**src/rtl/adc_link_pkg.sv**
```systemverilog
`default_nettype none
// ---------------------------------------------------------------------------
// adc_link_pkg : shared constants, FSM encoding and channel-tag helper
// Rev 1.0
// ---------------------------------------------------------------------------
package adc_link_pkg;

  localparam int   DEF_DATA_W   = 16;
  localparam int   DEF_CH_W     = 8;
  localparam logic DEF_IDLE_LVL = 1'b1;

  typedef enum logic [1:0] {
    ST_IDLE  = 2'd0,
    ST_LOAD  = 2'd1,
    ST_SHIFT = 2'd2,
    ST_DONE  = 2'd3
  } state_e;

  // Channel tag layout seen by the scan controller: {F2_4ADD, F2_8ADD, F1_8ADD}
  function automatic logic [7:0] pack_ch(input logic [1:0] f2_4add,
                                         input logic [2:0] f2_8add,
                                         input logic [2:0] f1_8add);
    return {f2_4add, f2_8add, f1_8add};
  endfunction

endpackage
`default_nettype wire

```
**src/rtl/sync_edge_det.sv**
```systemverilog
`default_nettype none
// ---------------------------------------------------------------------------
// sync_edge_det : 2-FF synchronizer with registered rise/fall pulses
// Rev 1.0
// ---------------------------------------------------------------------------
module sync_edge_det
  import adc_link_pkg::*;
#(
  parameter logic RST_VAL = 1'b0
) (
  input  logic clk,
  input  logic reset,
  input  logic d_in,
  output logic rise,
  output logic fall
);

  logic meta_q, meta_d;
  logic sync_q, sync_d;
  logic prev_q, prev_d;
  logic rise_q, rise_d;
  logic fall_q, fall_d;

  always_comb begin
    meta_d = d_in;
    sync_d = meta_q;
    prev_d = sync_q;
    rise_d = sync_q & ~prev_q;
    fall_d = ~sync_q & prev_q;
  end

  // Reset to the pin's idle level so leaving reset never fakes an edge
  always_ff @(posedge clk) begin
    if (reset) begin
      meta_q <= RST_VAL;
      sync_q <= RST_VAL;
      prev_q <= RST_VAL;
      rise_q <= 1'b0;
      fall_q <= 1'b0;
    end else begin
      meta_q <= meta_d;
      sync_q <= sync_d;
      prev_q <= prev_d;
      rise_q <= rise_d;
      fall_q <= fall_d;
    end
  end

  assign rise = rise_q;
  assign fall = fall_q;

endmodule
`default_nettype wire

```
**src/rtl/adc_sdo_responder.sv**
```systemverilog
`default_nettype none
// ---------------------------------------------------------------------------
// adc_sdo_responder : ADC-style SDO responder, one held sample per cs_n frame
// Rev 1.0
// ---------------------------------------------------------------------------
module adc_sdo_responder
  import adc_link_pkg::*;
#(
  parameter int   DATA_W   = DEF_DATA_W,
  parameter int   CH_W     = DEF_CH_W,
  parameter logic IDLE_LVL = DEF_IDLE_LVL
) (
  input  logic              clk,
  input  logic              reset,
  input  logic              cs_n,
  input  logic              sclk,
  input  logic [CH_W-1:0]   mux_sel,
  input  logic [DATA_W-1:0] sample_data,
  input  logic              sample_valid,
  output logic              sample_ready,
  output logic              sdo,
  output logic              frame_done,
  output logic [CH_W-1:0]   frame_ch,
  output logic              overrun,
  output logic [7:0]        abort_cnt
);

  localparam int CNT_W = $clog2(DATA_W);

  logic w_cs_rise, w_cs_fall, w_sclk_fall, w_sclk_rise_unused;

  sync_edge_det #(.RST_VAL(1'b1)) u_cs_sync (
    .clk   (clk),
    .reset (reset),
    .d_in  (cs_n),
    .rise  (w_cs_rise),
    .fall  (w_cs_fall)
  );

  // SDO only changes on falling edges; the rising edges belong to the master
  sync_edge_det #(.RST_VAL(1'b0)) u_sclk_sync (
    .clk   (clk),
    .reset (reset),
    .d_in  (sclk),
    .rise  (w_sclk_rise_unused),
    .fall  (w_sclk_fall)
  );

  state_e            state_q, state_d;
  logic [DATA_W-1:0] shift_q, shift_d;
  logic [CNT_W-1:0]  bit_cnt_q, bit_cnt_d;
  logic [DATA_W-1:0] hold_q, hold_d;
  logic              hold_full_q, hold_full_d;
  logic [DATA_W-1:0] last_q, last_d;
  logic              sdo_q, sdo_d;
  logic              frame_done_q, frame_done_d;
  logic [CH_W-1:0]   frame_ch_q, frame_ch_d;
  logic              overrun_q, overrun_d;
  logic [7:0]        abort_cnt_q, abort_cnt_d;

  logic              w_load_fire;
  logic              w_accept;
  logic [DATA_W-1:0] w_load_src;

  // A LOAD cut short by cs_n leaves the held sample for the next frame
  assign w_load_fire  = (state_q == ST_LOAD) && !w_cs_rise;
  assign sample_ready = !hold_full_q || w_load_fire;
  assign w_accept     = sample_valid && sample_ready;
  assign w_load_src   = hold_full_q ? hold_q : last_q;

  always_comb begin
    state_d      = state_q;
    shift_d      = shift_q;
    bit_cnt_d    = bit_cnt_q;
    hold_d       = hold_q;
    hold_full_d  = hold_full_q;
    last_d       = last_q;
    sdo_d        = sdo_q;
    frame_done_d = 1'b0;
    frame_ch_d   = frame_ch_q;
    overrun_d    = overrun_q;
    abort_cnt_d  = abort_cnt_q;

    if (w_load_fire) begin
      hold_full_d = 1'b0;
    end
    if (w_accept) begin
      hold_d      = sample_data;
      hold_full_d = 1'b1;
    end

    case (state_q)
      ST_IDLE: begin
        sdo_d = IDLE_LVL;
        if (w_cs_fall) begin
          state_d = ST_LOAD;
        end
      end
      ST_LOAD: begin
        if (w_cs_rise) begin
          state_d = ST_IDLE;
          sdo_d   = IDLE_LVL;
          if (abort_cnt_q != 8'hFF) abort_cnt_d = abort_cnt_q + 8'd1;
        end else begin
          shift_d    = w_load_src;
          last_d     = w_load_src;
          frame_ch_d = mux_sel;
          bit_cnt_d  = CNT_W'(DATA_W - 1);
          sdo_d      = w_load_src[DATA_W-1];
          if (!hold_full_q) overrun_d = 1'b1;
          state_d    = ST_SHIFT;
        end
      end
      ST_SHIFT: begin
        if (w_cs_rise) begin
          state_d = ST_IDLE;
          sdo_d   = IDLE_LVL;
          if (abort_cnt_q != 8'hFF) abort_cnt_d = abort_cnt_q + 8'd1;
        end else if (w_sclk_fall) begin
          if (bit_cnt_q == '0) begin
            state_d      = ST_DONE;
            sdo_d        = IDLE_LVL;
            frame_done_d = 1'b1;
          end else begin
            shift_d   = shift_q << 1;
            sdo_d     = shift_q[DATA_W-2];
            bit_cnt_d = bit_cnt_q - CNT_W'(1);
          end
        end
      end
      ST_DONE: begin
        sdo_d = IDLE_LVL;
        if (w_cs_rise) begin
          state_d = ST_IDLE;
        end
      end
      default: begin
        state_d = ST_IDLE;
        sdo_d   = IDLE_LVL;
      end
    endcase
  end

  always_ff @(posedge clk) begin
    if (reset) begin
      state_q      <= ST_IDLE;
      shift_q      <= '0;
      bit_cnt_q    <= '0;
      hold_q       <= '0;
      hold_full_q  <= 1'b0;
      last_q       <= '0;
      sdo_q        <= IDLE_LVL;
      frame_done_q <= 1'b0;
      frame_ch_q   <= '0;
      overrun_q    <= 1'b0;
      abort_cnt_q  <= '0;
    end else begin
      state_q      <= state_d;
      shift_q      <= shift_d;
      bit_cnt_q    <= bit_cnt_d;
      hold_q       <= hold_d;
      hold_full_q  <= hold_full_d;
      last_q       <= last_d;
      sdo_q        <= sdo_d;
      frame_done_q <= frame_done_d;
      frame_ch_q   <= frame_ch_d;
      overrun_q    <= overrun_d;
      abort_cnt_q  <= abort_cnt_d;
    end
  end

  assign sdo        = sdo_q;
  assign frame_done = frame_done_q;
  assign frame_ch   = frame_ch_q;
  assign overrun    = overrun_q;
  assign abort_cnt  = abort_cnt_q;

endmodule
`default_nettype wire

```
**config.mk**
```make
export PLATFORM = sky130hd
export DESIGN_NAME = adc_sdo_responder
export DESIGN_NICKNAME = d
export VERILOG_FILES = /design/src/rtl/adc_link_pkg.sv /design/src/rtl/sync_edge_det.sv /design/src/rtl/adc_sdo_responder.sv
export SDC_FILE = /design/constraint.sdc
export NUM_CORES = 1
export LEC_CHECK = 0
export BUFFER_PORTS_ARGS = -buffer_cell sky130_fd_sc_hd__buf_2
export CORE_AREA = 2 2 113 137
export CTS_CLUSTER_DIAMETER = 60
export CTS_CLUSTER_SIZE = 28
export DETAILED_ROUTE_END_ITERATION = 10
export DIE_AREA = 0 0 115 139
export GPL_TIMING_DRIVEN = 0
export SLEW_MARGIN = 20
export SYNTH_ARGS = -nofsm -noshare
export SYNTH_HDL_FRONTEND = slang
export SYNTH_HIERARCHICAL = 1
export SYNTH_SLANG_ARGS = --single-unit
```
**constraint.sdc**
```tcl
create_clock -name clk -period 5.1 [get_ports clk]
set_input_delay 0 -clock clk [delete_from_list [all_inputs] [get_ports clk]]
set_output_delay 0 -clock clk [all_outputs]
set_load 0.01 [all_outputs]
```
==> results of run 1 <==
[routing by layer]
layer  vias to the layer above  routed length (µm)  global-route usage, %
li1                       1465                   -                      -
met1                      1344                3640                   13.7
met2                        82                4040                   17.8
met3                        19                 418                   2.45
met4                         0                 236                   5.20
met5                         -                   0                      0
[flip-flops by register name, summed over array words and instances, names as in the netlist, 2 cells and up]
signal / count
hold_q: 16
last_q: 16
shift_q: 15
abort_cnt: 8
frame_ch: 8
bit_cnt_q: 4
state_q: 2
[path summary, 6_finish.rpt]
path | from | end | slack [ns] | cells after the start
setup / recovery | state_q[0]$_SDFFE_PP0P_ | shift_q[9]$_SDFFE_PP0P_ | 3.14 | 6
hold / removal | u_cs_sync/meta_q$_SDFF_PP1_ | u_cs_sync/prev_d$_SDFF_PP1_ | 0.41 | 1
setup reg to reg | state_q[0]$_SDFFE_PP0P_ | shift_q[9]$_SDFFE_PP0P_ | 3.14 | 6
hold reg to reg | u_cs_sync/meta_q$_SDFF_PP1_ | u_cs_sync/prev_d$_SDFF_PP1_ | 0.41 | 1
[worst reg2reg max path, stage by stage, from the launching register on]
cell and delay [ns]:
dfxtp_1 0.37, inv_1 0.11, ha_1 0.26, nor3b_2 0.41, clkbuf_1 0.45, a22oi_1 0.14
a21oi_1 0.15
[per-stage QoR]
| stage | cells | cell area (µm²) | util [%] |
|---|---|---|---|
| floorplan | 368 | 3410 | - |
| global placement | 594 | 3870 | 26.3 |
| detailed placement | 594 | 3870 | 26.3 |
| CTS | 640 | 4480 | 30.5 |
| global route | 640 | 4480 | 30.5 |
| finish | 640 | 4480 | 30.5 |
[area by class of cell]
type | count | share of cell area (%)
inverter | 4 | 0.335
sequential | 82 | 36.6
timing repair buffer | 78 | 12.1
clock inverter | 6 | 1.62
tap | 178 | 4.97
multi-input combinational | 258 | 36.1
clock buffer | 10 | 5.33
buffer | 24 | 2.93
[power by group]
group | switching [W] | internal, W
Combinational | 0.000148 | 0.000122
Sequential | 0.0000294 | 0.000692
Clock | 0.000276 | 0.000399
Total | 0.000454 | 0.00121
[timing repair]
item / CTS / global route
endpoints found under the hold margin: 34 / 0
setup endpoints to repair: 0 / 0
hold buffers: 30 / 0
==> results.md, run 1 <==
* Run status: finished, final reports clean
* Area occupied by multi-input gates at 1620 µm²
* Diode count at 0
* P_leak at 1.77 nW
* Wire per inst at 13.0 µm
* Initial DRT Pass Iterations at 4
* Share of layout cells above drive strength 1 at 19.9%
* WP buf/inv at 2
* Final Cycle Share at 38.4%
* Routed WL at 8.34 mm
* Die extent in x at 115 µm
* Critical Path RT at 5.37 ns
* Fmax at 510 MHz
* Largest net degree at the start of global routing at 16
* First-pass GRT wire length at 13.8 mm
* Yosys warns at 6
* TritonCTS clock tree: yes
* WP data arrival at 2.23 ns
* Syn Inst Count at 368
* Post-CTS Resized at 0
* Setup TNS at 0 ns
* Post-CTS Setup Inserts at 0
* CP cell instances: inv_1 > ha_1 > nor3b_2 > clkbuf_1 > a22oi_1 > a21oi_1
* Die height at 139 µm
* DR DRC count at 0
* FF/Latch Area at 1640 µm²
* Slowest CP cell: clkbuf_1
* PortBufs at 48
* Maximum vdd drop at 0.000154 V
* Clock skew at 0.00784 ns
* RSZ-0062 raised after global routing: false
* Total power at 0.00167 W
* Number of buffers created by CTS at 9
* Area Overhead vs Synth at 31.5%
* Min Tclk post-route at 1.96 ns
* Worst-Skew Late Latency at 0.34 ns
* Synth Cell Area at 3410 µm²
* Hold Slack at 0.405 ns
* Vias/cell at 4.55
* Worst-margin pin slew at 0.626 ns
* Most frequent cells in the layout: 82 x dfxtp_1, 57 x nor2_1, 51 x buf_2, 38 x nand2_1, 30 x dlygate4sd3_1
* Clk buf depth at 2
* IO Pins at 49
* Vias in the first global route at 2,807
* Initial Utilization at 23.2%
* Max-slew headroom at 58.3%
* Fin. max-slew vios at 0
* Root buf cell: clkbuf_16
* CP Launch Type: register
* Largest delay share family, worst path: buffers and inverters
* Number of max-cap violations at 0
* Initial antenna violation count at 0
* Fin. Hold Viols at 0
* H-Tree Depth at 3
* Clock slew at reported path FFs at 0.07 ns
* Syn_area_per_cell at 9.26 µm²
* All-Layer GR Usage at 11.0%
* Filler cell count at 1,574
* Final setup vio count at 0
* Die footprint at 16,000 µm²
* Placer congestion estimate at 0.773
* Pre-CTS setup slack at 3.15 ns
* Commonest non-fill, non-tap cell in the layout: dfxtp_1
* Post-route ant nets at 0
* Iteration-0 DRC Markers at 110
* Hold WC Path Type: reg2reg
* GRT overflow at 0
* CP Capture Type: register
* Crit-path max FO at 10
* Core area at 14,700 µm²
* Routed vias at 2,910
* Fin nets at 493
* Critical path type: reg2reg
* Post-detail-place hpwl at 5.91 mm
* Total clock sinks at 82
* Synthesized Nets at 404
* Pwr dens at 372 nW/µm²
* Rows at 49
* Final worst slack at 3.14 ns
* CP max stage delay at 0.45 ns
Power figures use the tool's default switching activity.
==> run 2, diff against run 1 <==
==> constraint.sdc (replaced) <==
create_clock -name clk -period 1.8 [get_ports clk]
set_input_delay 0 -clock clk [delete_from_list [all_inputs] [get_ports clk]]
set_output_delay 0 -clock clk [all_outputs]
set_load 0.01 [all_outputs]
==> results.md, run 2 (synthesized netlist as in run 1, its figures left out) <==
* Worst-margin pin slew at 0.630 ns (was 0.626 ns)
* WP buf/inv at 2 (unchanged)
* GRT overflow at 0 (unchanged)
* Top Registers: hold_q (16), last_q (16), shift_q (15) (unchanged)
* Vias/cell at 4.55 (about the same)
* Total clock sinks at 82 (unchanged)
* Commonest non-fill, non-tap cell in the layout: dfxtp_1 (unchanged)
* Clk buf depth at 2 (unchanged)
* Initial DRT Pass Iterations at 4 (unchanged)
* Routed vias at 2,935 (was 2,910)
* Core area at 14,700 µm² (unchanged)
* Worst-Skew Late Latency at 0.34 ns (about the same)
* Pwr dens at 1040 nW/µm² (was 372 nW/µm²)
* H-Tree Depth at 3 (unchanged)
* Final Cycle Share at 97.4% (was 38.4%)
* Setup TNS at 0 ns (unchanged)
* Slowest CP cell: or3b_4 (was clkbuf_1)
* All-Layer GR Usage at 11.0% (about the same)
* WP data arrival at 1.96 ns (was 2.23 ns)
* Die height at 139 µm (unchanged)
* Largest net degree at the start of global routing at 16 (unchanged)
* Placer congestion estimate at 0.773 (unchanged)
* P_leak at 1.82 nW (was 1.77 nW)
* FF/Latch Area at 1650 µm² (was 1640 µm²)
* Initial Utilization at 23.2% (unchanged)
* CP Capture Type: register (unchanged)
* Largest delay share family, worst path: simple AND/OR/NAND/NOR gates (was buffers and inverters)
* Clock skew at 0.00744 ns (was 0.00784 ns)
* Number of max-cap violations at 0 (unchanged)
* Clock slew at reported path FFs at 0.06 ns (was 0.07 ns)
* Filler cell count at 1,556 (was 1,574)
* TritonCTS clock tree: yes (unchanged)
* Diode count at 0 (unchanged)
* Maximum vdd drop at 0.000441 V (was 0.000154 V)
* Fin. max-slew vios at 0 (unchanged)
* Wire per inst at 13.4 µm (was 13.0 µm)
* Critical path type: reg2reg (unchanged)
* CP cell instances: inv_1 > ha_4 > or3b_4 > and2_4 > buf_6 > a221oi_2 > nor2_1 (was inv_1 > ha_1 > nor3b_2 > clkbuf_1 > a22oi_1 > a21oi_1)
* IO Pins at 49 (unchanged)
* Initial antenna violation count at 0 (unchanged)
* Crit-path max FO at 10 (unchanged)
* Die extent in x at 115 µm (unchanged)
* Post-detail-place hpwl at 5.91 mm (unchanged)
* Final setup vio count at 0 (unchanged)
* Final Util at 31.5% (was 30.5%)
* Area Overhead vs Synth at 36.0% (was 31.5%)
* Fmax at 571 MHz (was 510 MHz)
* Hold WC Path Type: reg2reg (unchanged)
* Iteration-0 DRC Markers at 86 (was 110)
* Routed WL at 8.65 mm (was 8.34 mm)
* Number of buffers created by CTS at 9 (unchanged)
* Most frequent cells in the layout: 79 x dfxtp_1, 57 x nor2_1, 51 x buf_2, 38 x nand2_1, 30 x dlygate4sd3_1 (was 82 x dfxtp_1, 57 x nor2_1, 51 x buf_2, 38 x nand2_1, 30 x dlygate4sd3_1)
* CP Launch Type: register (unchanged)
* Min Tclk post-route at 1.75 ns (was 1.96 ns)
* Rows at 49 (unchanged)
* Post-route ant nets at 0 (unchanged)
* CP max stage delay at 0.41 ns (was 0.45 ns)
* First-pass GRT wire length at 13.9 mm (was 13.8 mm)
* Root buf cell: clkbuf_16 (unchanged)
* Vias in the first global route at 2,858 (was 2,807)
* DR DRC count at 0 (unchanged)
* Run status: finished, final reports clean (unchanged)
* Max-slew headroom at 58.0% (was 58.3%)
* Share of layout cells above drive strength 1 at 25.5% (was 19.9%)
* Die footprint at 16,000 µm² (unchanged)
* Critical Path RT at 2.01 ns (was 5.37 ns)
* Hold Slack at 0.405 ns (unchanged)
* Fin. Hold Viols at 0 (unchanged)
* PortBufs at 48 (unchanged)
* Area occupied by multi-input gates at 1720 µm² (was 1620 µm²)
* Fin nets at 498 (was 493)
## run 2: final cells by class
cell class | instances | share of cell area (%)
buffer | 24 | 3.00
clock buffer | 10 | 5.16
clock inverter | 6 | 1.57
inverter | 4 | 0.324
multi-input combinational | 258 | 37.1
sequential | 82 | 35.6
tap | 178 | 4.81
timing repair buffer | 83 | 12.5
## run 2: per-stage QoR
stage	cell area, µm²	std cells	worst slack, ns	total power (W)
CTS	4520	641	-0.0691	0.00480
floorplan	3410	368	0.138	0.00259
global placement	3870	594	-0.0723	0.00278
detailed placement	3870	594	-0.149	0.00280
global route	4630	645	-0.0333	0.00507
finish	4630	645	0.0475	0.00483
## run 2: power breakdown
group          internal (W)  leakage, nW  switching (W)
sequential          0.00196        0.671      0.0000898
combinational      0.000407        0.998       0.000454
clock               0.00113        0.155       0.000784
## run 2: per-layer routing
layer / track usage (%) / up-vias / routed length [µm]
met5: 0 / - / 0
met4: 5.26 / 0 / 227
met3: 2.32 / 18 / 320
met2: 18.0 / 55 / 4310
met1: 13.5 / 1396 / 3790
li1: - / 1466 / -
## run 2: worst paths after layout
path | start | to | slack [ns] | cells past startpoint
worst max-delay path | bit_cnt_q[1]$_SDFFE_PP0P_ | shift_q[1]$_SDFFE_PP0P_ | 0.05 | 7
worst min-delay path | u_cs_sync/meta_q$_SDFF_PP1_ | u_cs_sync/prev_d$_SDFF_PP1_ | 0.41 | 1
worst max register to register | bit_cnt_q[1]$_SDFFE_PP0P_ | shift_q[1]$_SDFFE_PP0P_ | 0.05 | 7
worst min register to register | u_cs_sync/meta_q$_SDFF_PP1_ | u_cs_sync/prev_d$_SDFF_PP1_ | 0.41 | 1
## run 2: timing repair
item                                   4_1_cts  5_1_grt
endpoints found under the hold margin       34        0
hold buffers                                30        0
setup endpoints to repair                   35       45
gates cloned                                 0        0
pin swaps                                    0        5
setup buffers                                1        4
resized for setup                            8       22
